--- src/rtl/alu_seq_pkg.sv ---
// Shared types and constants for the ALU operand/control sequencer.
package alu_seq_pkg;

  typedef enum logic [1:0] {
    IDLE = 2'd0,
    EXEC = 2'd1,
    WB   = 2'd2
  } state_t;

  // Bit positions of the ALU controls within a request opcode {m, s1, s0}.
  localparam int OP_M  = 2;
  localparam int OP_S1 = 1;
  localparam int OP_S0 = 0;

  localparam int DEF_WIDTH = 4;
  localparam int DEF_NREGS = 4;

endpackage

--- src/rtl/alu_regfile.sv ---
// Small register file: one write port, three combinational read ports.
module alu_regfile
  import alu_seq_pkg::*;
#(
  parameter int WIDTH = DEF_WIDTH,
  parameter int NREGS = DEF_NREGS
) (
  input  logic                     clk,
  input  logic                     rst,
  input  logic                     we,
  input  logic [$clog2(NREGS)-1:0] waddr,
  input  logic [WIDTH-1:0]         wdata,
  input  logic [$clog2(NREGS)-1:0] ra_addr,
  output logic [WIDTH-1:0]         ra_data,
  input  logic [$clog2(NREGS)-1:0] rb_addr,
  output logic [WIDTH-1:0]         rb_data,
  input  logic [$clog2(NREGS)-1:0] rd_addr,
  output logic [WIDTH-1:0]         rd_data
);

  logic [WIDTH-1:0] regs [NREGS];

  // Storage: clear on reset, otherwise single write port.
  always_ff @(posedge clk) begin
    if (rst) begin
      for (int unsigned i = 0; i < NREGS; i++) begin
        regs[i] <= '0;
      end
    end else if (we) begin
      regs[waddr] <= wdata;
    end
  end

  assign ra_data = regs[ra_addr];
  assign rb_data = regs[rb_addr];
  assign rd_data = regs[rd_addr];

endmodule

--- src/rtl/alu_op_sequencer.sv ---
// Register-to-register execute stage wrapped around an external combinational ALU.
module alu_op_sequencer
  import alu_seq_pkg::*;
#(
  parameter int WIDTH = DEF_WIDTH,
  parameter int NREGS = DEF_NREGS
) (
  input  logic                     clk,
  input  logic                     rst,
  input  logic                     req_valid,
  output logic                     req_ready,
  input  logic [2:0]               req_op,
  input  logic [$clog2(NREGS)-1:0] req_src_a,
  input  logic [$clog2(NREGS)-1:0] req_src_b,
  input  logic [$clog2(NREGS)-1:0] req_dst,
  input  logic                     ld_valid,
  input  logic [$clog2(NREGS)-1:0] ld_addr,
  input  logic [WIDTH-1:0]         ld_data,
  output logic                     m,
  output logic                     s1,
  output logic                     s0,
  output logic [WIDTH-1:0]         A,
  output logic [WIDTH-1:0]         B,
  input  logic [WIDTH-1:0]         alu_out,
  output logic                     res_valid,
  output logic [WIDTH-1:0]         res_data,
  output logic [$clog2(NREGS)-1:0] res_dst,
  input  logic [$clog2(NREGS)-1:0] rd_addr,
  output logic [WIDTH-1:0]         rd_data
);

  state_t                     state;
  logic [$clog2(NREGS)-1:0]   dst_q;
  logic [WIDTH-1:0]           src_a_data;
  logic [WIDTH-1:0]           src_b_data;
  logic                       wr_en;
  logic [$clog2(NREGS)-1:0]   wr_addr;
  logic [WIDTH-1:0]           wr_data;

  assign req_ready = (state == IDLE) && !rst;

  // Write-port mux: writeback owns EXEC, loads only land in IDLE, so they never collide.
  always_comb begin
    wr_en   = 1'b0;
    wr_addr = ld_addr;
    wr_data = ld_data;
    if (state == EXEC) begin
      wr_en   = 1'b1;
      wr_addr = dst_q;
      wr_data = alu_out;
    end else if ((state == IDLE) && ld_valid) begin
      wr_en   = 1'b1;
    end
  end

  alu_regfile #(
    .WIDTH (WIDTH),
    .NREGS (NREGS)
  ) u_regfile (
    .clk     (clk),
    .rst     (rst),
    .we      (wr_en),
    .waddr   (wr_addr),
    .wdata   (wr_data),
    .ra_addr (req_src_a),
    .ra_data (src_a_data),
    .rb_addr (req_src_b),
    .rb_data (src_b_data),
    .rd_addr (rd_addr),
    .rd_data (rd_data)
  );

  // Sequencer FSM with registered operands, controls and result.
  always_ff @(posedge clk) begin
    if (rst) begin
      state     <= IDLE;
      dst_q     <= '0;
      A         <= '0;
      B         <= '0;
      m         <= 1'b0;
      s1        <= 1'b0;
      s0        <= 1'b0;
      res_valid <= 1'b0;
      res_data  <= '0;
      res_dst   <= '0;
    end else begin
      case (state)
        IDLE: begin
          res_valid <= 1'b0;
          if (req_valid) begin
            A     <= src_a_data;
            B     <= src_b_data;
            m     <= req_op[OP_M];
            s1    <= req_op[OP_S1];
            s0    <= req_op[OP_S0];
            dst_q <= req_dst;
            state <= EXEC;
          end
        end
        EXEC: begin
          res_valid <= 1'b1;
          res_data  <= alu_out;
          res_dst   <= dst_q;
          state     <= WB;
        end
        WB: begin
          res_valid <= 1'b0;
          state     <= IDLE;
        end
        default: begin
          res_valid <= 1'b0;
          state     <= IDLE;
        end
      endcase
    end
  end

endmodule

--- config.mk ---
export PLATFORM = sky130hd
export DESIGN_NAME = alu_op_sequencer
export DESIGN_NICKNAME = d
export VERILOG_FILES = /design/src/rtl/alu_seq_pkg.sv /design/src/rtl/alu_regfile.sv /design/src/rtl/alu_op_sequencer.sv
export SDC_FILE = /design/constraint.sdc
export NUM_CORES = 1
export LEC_CHECK = 0
export BUFFER_PORTS_ARGS = -buffer_cell sky130_fd_sc_hd__buf_2
export CORE_MARGIN = 2
export CORE_UTILIZATION = 52
export CTS_CLUSTER_DIAMETER = 120
export CTS_CLUSTER_SIZE = 12
export DETAILED_ROUTE_END_ITERATION = 6
export GPL_TIMING_DRIVEN = 0
export PLACE_DENSITY_LB_ADDON = 0.15
export SETUP_SLACK_MARGIN = 0.2
export SYNTH_ARGS = -nofsm -noshare
export SYNTH_HDL_FRONTEND = slang
export SYNTH_SLANG_ARGS = --single-unit
--- constraint.sdc ---
create_clock -name clk -period 1.8 [get_ports clk]
set_input_delay 0.27 -clock clk [delete_from_list [all_inputs] [get_ports clk]]
set_output_delay 0.27 -clock clk [all_outputs]
set_load 0.05 [all_outputs]
==> impl_metrics.yaml, run 1 <==
sta:
  setup_tns_ns: 0
  final_hold_viol_count: 0
  finClkSkew_ns: 0.0100
  hold_ws_ns: 0.136
  worst_pin_slew_ns: 0.468
  clock.fmax_ghz: 0.570
  period_needed_ns: 1.76
  setup_viol: 0
  grt_setup_unrepaired: "true"
  finalCritPeriodShare: 0.975
  finalMaxSlewViolations: 0
  slew-limit-headroom: 0.688
yosys:
  synth_cells: 184
  synth_area_leaders: "edfxtp_1 (25%), dfxtp_1 (23%), mux4_2 (14%)"
  ys_seq_area_frac: 0.483
  syn_area_um2: 1910
  synth_cell_types: 29
  synth_flop_cell: "dfxtp_1"
  syn_nets: 209
  synth_seq_cells: 38
  synth_top_area_frac: 0.252
  synthArstFlopShare: 0
  ys_warn_count: 0
  syn_avg_cell_area_um2: 10.4
  synth_edf_count: 16
  synth_top_cell_by_area: "edfxtp_1"
hold_path:
  hp-start: "req_dst[0]"
  hold_end: "dst_q[0]"
  hold_path_depth: 3
  hp-class: "input port to register"
die:
  core-area_um2: 3420
  die_h_um: 64.6
  design.die.area_um2: 4170
  die_w_um: 64.6
  start_util: 0.558
  rows: 21
  io_pins: 48
setup_path:
  cp.required_ns: 1.53
  r2r_end: "u_regfile.regs[0][2]"
  r2r_start: "state[0]"
  cp_top_family: "multiplexers"
  crit_path_start_kind: "register"
  critPathSlowestCell: "mux4_2"
  max_stage_delay_ns: 0.50
  path_cells: "mux4_2 > buf_6"
  cp_max_fo: 3
  arrival_ns: 1.49
  r2r_slack_ns: 0.29
  crit_buf_inv: 1
  r2r_cells: 5
  worstSetupEndpointType: "output pin"
  path_class: "register to output pin"
cells_and_area:
  nFillCells: 253
  stdcell_area_um2: 2520
  n_antenna_cell: 0
  nets: 275
  area_growth_pct: 32.0
  layout-drive-gt1-share: 0.402
power:
  max-vdd-ir-drop_v: 0.000884
  power.leakage_uw: 0.00102
  p_per_area_nw_per_um2: 865
  total_power_uw: 2180
clocking:
  clock_sinks: 38
  path_clk_slew_ns: 0.11
  clock-root-buffer: "clkbuf_4"
  cts_tree: "done"
  clk_path_buf_depth: 2
  postCtsHoldBufs: 0
  clock_latency_ns: 0.36
  numCtsBuffers: 5
  htreeDepth: 2
route:
  first_pass_iters: 4
  vias: 1676
  wl_per_cell_um: 15.5
  via_per_inst: 5.64
  drt_iter0_drc: 91
  drtAntennaViolNets: 0
  wl_um: 4590
  drc_errors: 0
grt:
  antenna_found_initial: 0
  grt_usage: 0.235
  overflow: 0
  grt_pass1_vias: 1520
  grt_max_degree: 13
  grt_pass1_wl_um: 7320
placement:
  place.gp.congestion: 0.850
  port_buffers: 47
  placed_cell_area_um2: 2210
  post-dp-hpwl_um: 3260
run_status:
  outcome: "completed"
job:
  cap_violations: 0
-- how the worst max path moves through the flow --
stage / slack, ns / startpoint / end / cells after the start
detailed placement: 0.01 / state[1] / u_regfile.regs[0][2] / 4
global route: 0.02 / u_regfile.regs[0][2] / rd_data[2] / 2
CTS: 0.04 / u_regfile.regs[0][2] / rd_data[2] / 2
floorplan: 0.20 / state[1] / u_regfile.regs[0][0] / 4
global placement: 0.03 / state[1] / u_regfile.regs[0][3] / 4
finish: 0.04 / u_regfile.regs[0][2] / rd_data[2] / 2
-- synth_stat cells (all sizes together), types with 2 or more instances --
| master | instances |
|---|---|
| a21oi | 31 |
| a31oi | 2 |
| buf | 9 |
| clkbuf | 3 |
| dfxtp | 22 |
| edfxtp | 16 |
| inv | 2 |
| mux4 | 12 |
| nand2 | 42 |
| nand3 | 12 |
| nand3b | 8 |
| nor2 | 5 |
| nor2b | 6 |
| nor3b | 2 |
| o21ai | 3 |
-- area by class of cell --
type,instances,area [µm²],share of cell area
buffer,12,87.6,0.0348
timing repair buffer,59,357,0.142
inverter,2,7.51,0.00298
sequential,38,926,0.368
clock buffer,7,76.3,0.0303
clock inverter,1,30.0,0.0119
multi-input combinational,132,975,0.387
tap,46,57.6,0.0229
-- logic make-up (layout without fill, tap and decap cells) --
| family | count (synthesis) | in the layout | synth area share |
|---|---|---|---|
| buf+inv | 14 | 81 | 0.0440 |
| mux | 14 | 14 | 0.153 |
| flops | 38 | 38 | 0.483 |
| simple gates | 80 | 80 | 0.207 |
| compound gates | 38 | 38 | 0.113 |
-- state kept, by name, summed over array words and instances (netlist names) --
signal and flops:
res_data 4, u_regfile.regs 16, A 4, B 4
dst_q 2, s1 1, m 1, res_valid 1
res_dst 2, state 2, s0 1
-- worst reg2reg max path: cells and delay by family, from the launching register on --
| kind | cells | cell delay [ns] |
|---|---|---|
| buf+inv | 2 | 0.28 |
| mux | 1 | 0.36 |
| simple gates | 1 | 0.09 |
| flops | 1 | 0.32 |
| compound gates | 1 | 0.17 |
-- timing repair --
action | 4_1_cts | 5_1_grt
pin swaps | 0 | 2
buffers inserted | 10 | 2
gates resized for setup | 18 | 11
setup endpoints to repair | 17 | 21
-- placed cells by master (no fill, tap or decap), drive strengths merged, types with 3 or more instances in the layout --
cell type  Yosys  routed
nor2           5       5
nand3         12      12
mux4          12      12
edfxtp        16      16
nand3b         8       8
nand2         42      42
nor2b          6       6
buf            9      68
clkbuf         3      10
a21oi         31      31
o21ai          3       3
dfxtp         22      22
-- report_power, final --
| part | total [µW] | leakage, µW | switching, µW | internal, µW |
|---|---|---|---|---|
| logic | 488 | 0.000613 | 293 | 195 |
| registers | 985 | 0.000348 | 33.9 | 951 |
| clock network | 704 | 0.0000567 | 290 | 415 |
| total | 2180 | 0.00102 | 617 | 1560 |
-- per-layer routing --
metal / GRT usage / wire (µm)
met5: 0 / 0
met4: 0.0851 / 85
met3: 0.0556 / 342
met2: 0.397 / 2350
met1: 0.295 / 1820
-- per-stage QoR --
stage,std cells,utilization,setup slack [ns]
floorplan,184,-,0.200
global placement,277,0.646,0.0285
detailed placement,277,0.646,0.0135
CTS,295,0.718,0.0407
global route,297,0.737,0.0198
finish,297,0.737,0.0450
Power figures use the tool's default switching activity.
==> run 2: changes to the inputs <==
--- a/config.mk
+++ b/config.mk
@@ -14,6 +14,8 @@
 export GPL_TIMING_DRIVEN = 0
 export PLACE_DENSITY_LB_ADDON = 0.15
 export SETUP_SLACK_MARGIN = 0.2
+export SKIP_LAST_GASP = 1
 export SYNTH_ARGS = -nofsm -noshare
 export SYNTH_HDL_FRONTEND = slang
+export SYNTH_HIERARCHICAL = 1
 export SYNTH_SLANG_ARGS = --single-unit
==> impl_metrics.yaml, run 2 <==
grt:
  grt_max_degree: 13
  grt_usage: 0.231
  antenna_found_initial: 0
  grt_pass1_wl_um: 6950
  overflow: 0
  grt_pass1_vias: 1478
setup_path:
  path_class: "register to output pin"
  r2r_cells: 6
  crit_path_start_kind: "register"
  cp_max_fo: 3
  cp.required_ns: 1.53
  critPathLaunch: "u_regfile/regs[3][1]"
  r2r_start: "state[1]"
  worstSetupEndpointType: "output pin"
  arrival_ns: 1.44
placement:
  place_ws_ns: -0.229
  port_buffers: 47
  place.gp.congestion: 0.756
  placed_cell_area_um2: 2100
  post-dp-hpwl_um: 2900
sta:
  period_needed_ns: 1.71
  finalCritPeriodShare: 0.952
  setup_tns_ns: 0
  hold_ws_ns: 0.165
  grt_setup_unrepaired: "true"
  finClkSkew_ns: 0.00933
  setup_viol: 0
  clock.fmax_ghz: 0.584
  slew-limit-headroom: 0.666
  final_hold_viol_count: 0
  finalMaxSlewViolations: 0
  worst_pin_slew_ns: 0.501
  setup_ws_ns: 0.0866
die:
  start_util: 0.541
  design.die.area_um2: 3960
  core-area_um2: 3340
  die_h_um: 62.9
  io_pins: 48
  die_w_um: 62.9
  rows: 21
hold_path:
  hp-class: "input port to register"
  hold_path_depth: 3
  hp-start: "req_op[1]"
route:
  wl_per_cell_um: 14.7
  vias: 1462
  wl_um: 4100
  drc_errors: 0
  drt_iter0_drc: 48
  first_pass_iters: 4
  drtAntennaViolNets: 0
  via_per_inst: 5.24
cells_and_area:
  n_antenna_cell: 0
  regMostFlops: "u_regfile/regs"
  final_common_cell: "nand2_1"
  largest_register_ffs: 16
  area_growth_pct: 33.8
  layout-drive-gt1-share: 0.429
  nets: 257
  stdcell_area_um2: 2410
  layout_common_cells: "nand2_1 (45), buf_2 (42), dfxtp_1 (20)"
  nFillCells: 261
power:
  total_power_uw: 1920
  p_sw_uw: 575
  pwr-share-seq: 0.515
  max-vdd-ir-drop_v: 0.000556
  p_int_uw: 1350
  sw_frac_of_total: 0.299
  clockPowerShare: 0.235
  power.leakage_uw: 0.00108
  p_per_area_nw_per_um2: 795
  pwr-share-comb: 0.250
yosys:
  syn_area_um2: 1800
  synth_cells: 160
  synth_edf_count: 16
  syn_nets: 185
  synthTopCellsByCount: "nand2_1 (50), dfxtp_1 (22), a21oi_1 (19)"
  synth_flop_cell: "dfxtp_1"
  yosys.cell_count.top_type: "nand2_1"
  ys_seq_area_frac: 0.510
  synth_seq_cells: 38
  synth_top_area_frac: 0.266
  ys_warn_count: 6
  synth_top_cell_by_area: "edfxtp_1"
  synth_area_leaders: "edfxtp_1 (27%), dfxtp_1 (24%), mux4_1 (17%)"
  synthArstFlopShare: 0
  synth_cell_types: 21
  syn_avg_cell_area_um2: 11.3
clocking:
  cts_tree: "done"
  clock-root-buffer: "clkbuf_4"
  clock_sinks: 38
  clk_path_buf_depth: 2
  postCtsHoldBufs: 0
  htreeDepth: 2
  clock_latency_ns: 0.33
  path_clk_slew_ns: 0.11
  numCtsBuffers: 5
run_status:
  outcome: "completed"
job:
  cap_violations: 0
run 2: cell count changes after synthesis, moves of 2 or more:
cell	previous run	this run
a21oi_1	31	19
a31o_2	0	2
and2_1	0	17
and4bb_2	0	2
buf_2	4	0
clkbuf_1	3	1
mux4_1	0	12
mux4_2	12	0
nand2_1	42	50
nand3_1	12	0
nand3b_1	8	0
nor2b_1	6	2
o21ai_0	2	0
o21bai_1	0	2
run 2: repair_timing:
| item | CTS | global route |
|---|---|---|
| setup buffers | 13 | 5 |
| resized for setup | 30 | 11 |
| setup endpoints to repair | 32 | 34 |
| pin swaps | 2 | 4 |
run 2: critical path: stages, from the launching register on:
cell	delay [ns]
edfxtp_1	0.43
mux4_2	0.51
buf_6	0.17
run 2: per-layer routing:
metal  wire [µm]  share of wire  GRT usage  up-vias
met5           0              0          0        -
met4          70          0.017     0.0806        0
met3         202          0.049     0.0559        8
met2        2240           0.55      0.416       49
met1        1590           0.39      0.265      684
li1            -              -          -      721
run 2: cell families (layout without fill, tap and decap cells):
group                  after synthesis  after routing  synth area share
AND/OR/NAND/NOR                     81             81             0.223
flip-flops                          38             38             0.510
buffers and inverters                6             79            0.0208
AO/OA/AOI/OAI                       23             23            0.0707
multiplexers                        12             12             0.175
run 2: final cells by class:
type	count	area, µm²	area share
buffer	5	41.3	0.0171
clock buffer	7	55.1	0.0228
clock inverter	1	5.00	0.00207
inverter	1	3.75	0.00156
multi-input combinational	116	921	0.382
sequential	38	928	0.385
tap	46	57.6	0.0238
timing repair buffer	65	402	0.166
run 2: worst paths after layout:
| path | end | slack (ns) |
|---|---|---|
| max | rd_data[1] | 0.09 |
| max reg2reg | u_regfile/regs[1][1] | 0.26 |
| min reg2reg | s1 | 0.46 |
| min | s1 | 0.17 |
run 2: stage by stage:
step	cells	utilization
after floorplan	160	-
after global placement	253	0.630
after detailed placement	253	0.630
after CTS	274	0.702
after global routing	279	0.723
final	279	0.723
run 2: power by group through the flow:
| stage | clock [µW] | combinational [µW] | sequential (µW) |
|---|---|---|---|
| 4_1_cts | 462 | 456 | 984 |
| 2_1_floorplan | 0 | 208 | 1070 |
| 3_3_place_gp | 0 | 375 | 1000 |
| 5_1_grt | 516 | 512 | 995 |
| 6_report | 451 | 480 | 989 |
| 3_5_place_dp | 0 | 385 | 1010 |
==> run 3: changes to the inputs <==
--- a/config.mk
+++ b/config.mk
@@ -5,9 +5,10 @@
 export SDC_FILE = /design/constraint.sdc
 export NUM_CORES = 1
 export LEC_CHECK = 0
+export ABC_AREA = 1
 export BUFFER_PORTS_ARGS = -buffer_cell sky130_fd_sc_hd__buf_2
 export CORE_MARGIN = 2
-export CORE_UTILIZATION = 52
+export CORE_UTILIZATION = 53
 export CTS_CLUSTER_DIAMETER = 120
 export CTS_CLUSTER_SIZE = 12
 export DETAILED_ROUTE_END_ITERATION = 6
==> impl_metrics.yaml, run 3 <==
route:
  first_pass_iters: 5
  drtAntennaViolNets: 0
  routed.top_layer: "met4"
  wl_per_cell_um: 12.5
  via_per_inst: 5.07
  vias: 2011
  wl_met2_um: 2440
  drc_errors: 0
  drt_iter0_drc: 230
  wl_met1_um: 2110
  wl_met3_um: 332
  wl_um: 4950
clocking:
  clock_latency_ns: 0.29
  clock_sinks: 38
  postCtsHoldBufs: 0
  path_clk_slew_ns: 0.07
  htreeDepth: 2
  clk_path_buf_depth: 2
  cts_tree: "done"
  clock-root-buffer: "clkbuf_8"
  numCtsBuffers: 5
sta:
  grt_setup_unrepaired: "true"
  setup_viol: 0
  finClkSkew_ns: 0.00639
  final_hold_viol_count: 0
  finalCritPeriodShare: 0.862
  setup_ws_ns: 0.249
  clock.fmax_ghz: 0.645
  period_needed_ns: 1.55
  finalMaxSlewViolations: 0
  worst_pin_slew_ns: 0.484
  slew-limit-headroom: 0.677
  setup_tns_ns: 0
yosys:
  synth_cell_types: 19
  synth_top_area_frac: 0.230
  ys_warn_count: 6
  yosys.cell_count.top_type: "nand2_1"
  synth_cells: 296
  synth_edf_count: 16
  syn_avg_cell_area_um2: 7.05
  syn_nets: 321
  synth_top_cell_by_area: "edfxtp_1"
  synth_flop_cell: "dfxtp_1"
  ys_seq_area_frac: 0.442
  synthTopCellsByCount: "nand2_1 (96), nand3_1 (44), inv_1 (40)"
  synthArstFlopShare: 0
  synth_area_leaders: "edfxtp_1 (23%), dfxtp_1 (21%), nand2_1 (17%)"
  synth_seq_cells: 38
  syn_area_um2: 2090
placement:
  place_ws_ns: -0.00767
  post-dp-hpwl_um: 3600
  place.gp.congestion: 0.953
  port_buffers: 43
  placed_cells: 387
cells_and_area:
  largest_register_ffs: 16
  area_growth_pct: 21.8
  layout-drive-gt1-share: 0.258
  final_common_cell: "nand2_1"
  fin_util: 0.684
  final_cells: 397
  nets: 373
  regMostFlops: "u_regfile/regs"
  layout_common_cells: "nand2_1 (92), nand3_1 (44), buf_2 (43)"
  nFillCells: 334
  n_antenna_cell: 0
hold_path:
  hp-class: "input port to register"
grt:
  grt_pass1_vias: 1853
  antenna_found_initial: 0
  grt_max_degree: 13
  grt_pass1_wl_um: 8150
  overflow: 0
  grt_usage: 0.246
setup_path:
  cp.required_ns: 1.80
  path_class: "register to register"
  crit_path_start_kind: "register"
  cp_max_fo: 10
  arrival_ns: 1.56
  worstSetupEndpointType: "register"
die:
  die_w_um: 66.7
  start_util: 0.561
  io_pins: 48
  rows: 22
  design.die.area_um2: 4450
  core-area_um2: 3720
  die_h_um: 66.7
run_status:
  outcome: "completed"
power:
  power.leakage_uw: 0.00134
  p_per_area_nw_per_um2: 900
  max-vdd-ir-drop_v: 0.000705
job:
  cap_violations: 0
-- run 3: cell count changes in the layout (fill, tap and decap cells not counted), sizes merged, moves of 2 or more --
cell    change
and4bb      -2
nand2b      -2
nor2       +28
nand3      +46
buf        -14
o21bai      -2
inv        +44
a31o        -2
nor3        +4
nor2b       -2
and2       -17
nand2      +48
mux4       -12
-- run 3: worst paths after layout --
path / startpoint / endpoint / slack, ns / cells past startpoint
max: state[1] / u_regfile/regs[0][1] / 0.25 / 8
min: alu_out[1] / res_data[1] / 0.28 / 3
max reg2reg: state[1] / u_regfile/regs[0][1] / 0.25 / 8
min reg2reg: res_data[1] / res_data[1] / 0.46 / 2
-- run 3: logic make-up (layout without fill, tap and decap cells) --
group	Yosys count	in the layout	share of synthesized area
compound gates	20	20	0.0642
flops	38	38	0.442
simple gates	181	181	0.368
buf+inv	57	110	0.126
-- run 3: per-layer routing --
layer	vias to the layer above	track usage
li1	1027	-
met1	899	0.302
met2	79	0.413
met3	6	0.0574
met4	0	0.102
met5	-	0
-- run 3: cell type report --
type / count / area (µm²) / area share
Buffer: 12 / 93.8 / 0.0369
Clock buffer: 7 / 119 / 0.0468
Clock inverter: 1 / 3.75 / 0.00148
Inverter: 45 / 169 / 0.0665
Multi-Input combinational cell: 201 / 941 / 0.370
Sequential cell: 38 / 925 / 0.364
Tap cell: 48 / 60.1 / 0.0236
Timing Repair Buffer: 45 / 230 / 0.0906
-- run 3: report_power, final --
part	internal, µW	switching, µW	total (µW)
sequential	960	28.6	988
combinational	165	393	558
clock	437	304	741
total	1560	726	2290
-- run 3: through the flow --
stage                     hold slack, ns  total power [µW]  cell area [µm²]
final                              0.277              2290             2540
after CTS                          0.264              2290             2520
after global routing               0.283              2400             2540
after global placement             0.449              1540             2370
after detailed placement           0.449              1550             2370
after floorplan                    0.448              1420             2090
-- run 3: critical path, stage by stage, from the launching register on --
cell and delay, ns:
dfxtp_4 0.37, inv_2 0.09, nand2_2 0.09, buf_6 0.15
nand2_1 0.05, nand2_1 0.10, inv_1 0.12, nand3_2 0.16
nand2_4 0.13
-- run 3: what timing repair did --
item                       in CTS  in global routing
setup endpoints to repair      12                 12
setup buffers                   2                  0
cloned                          0                  0
resized for setup               6                  6
pin swaps                       1                  1
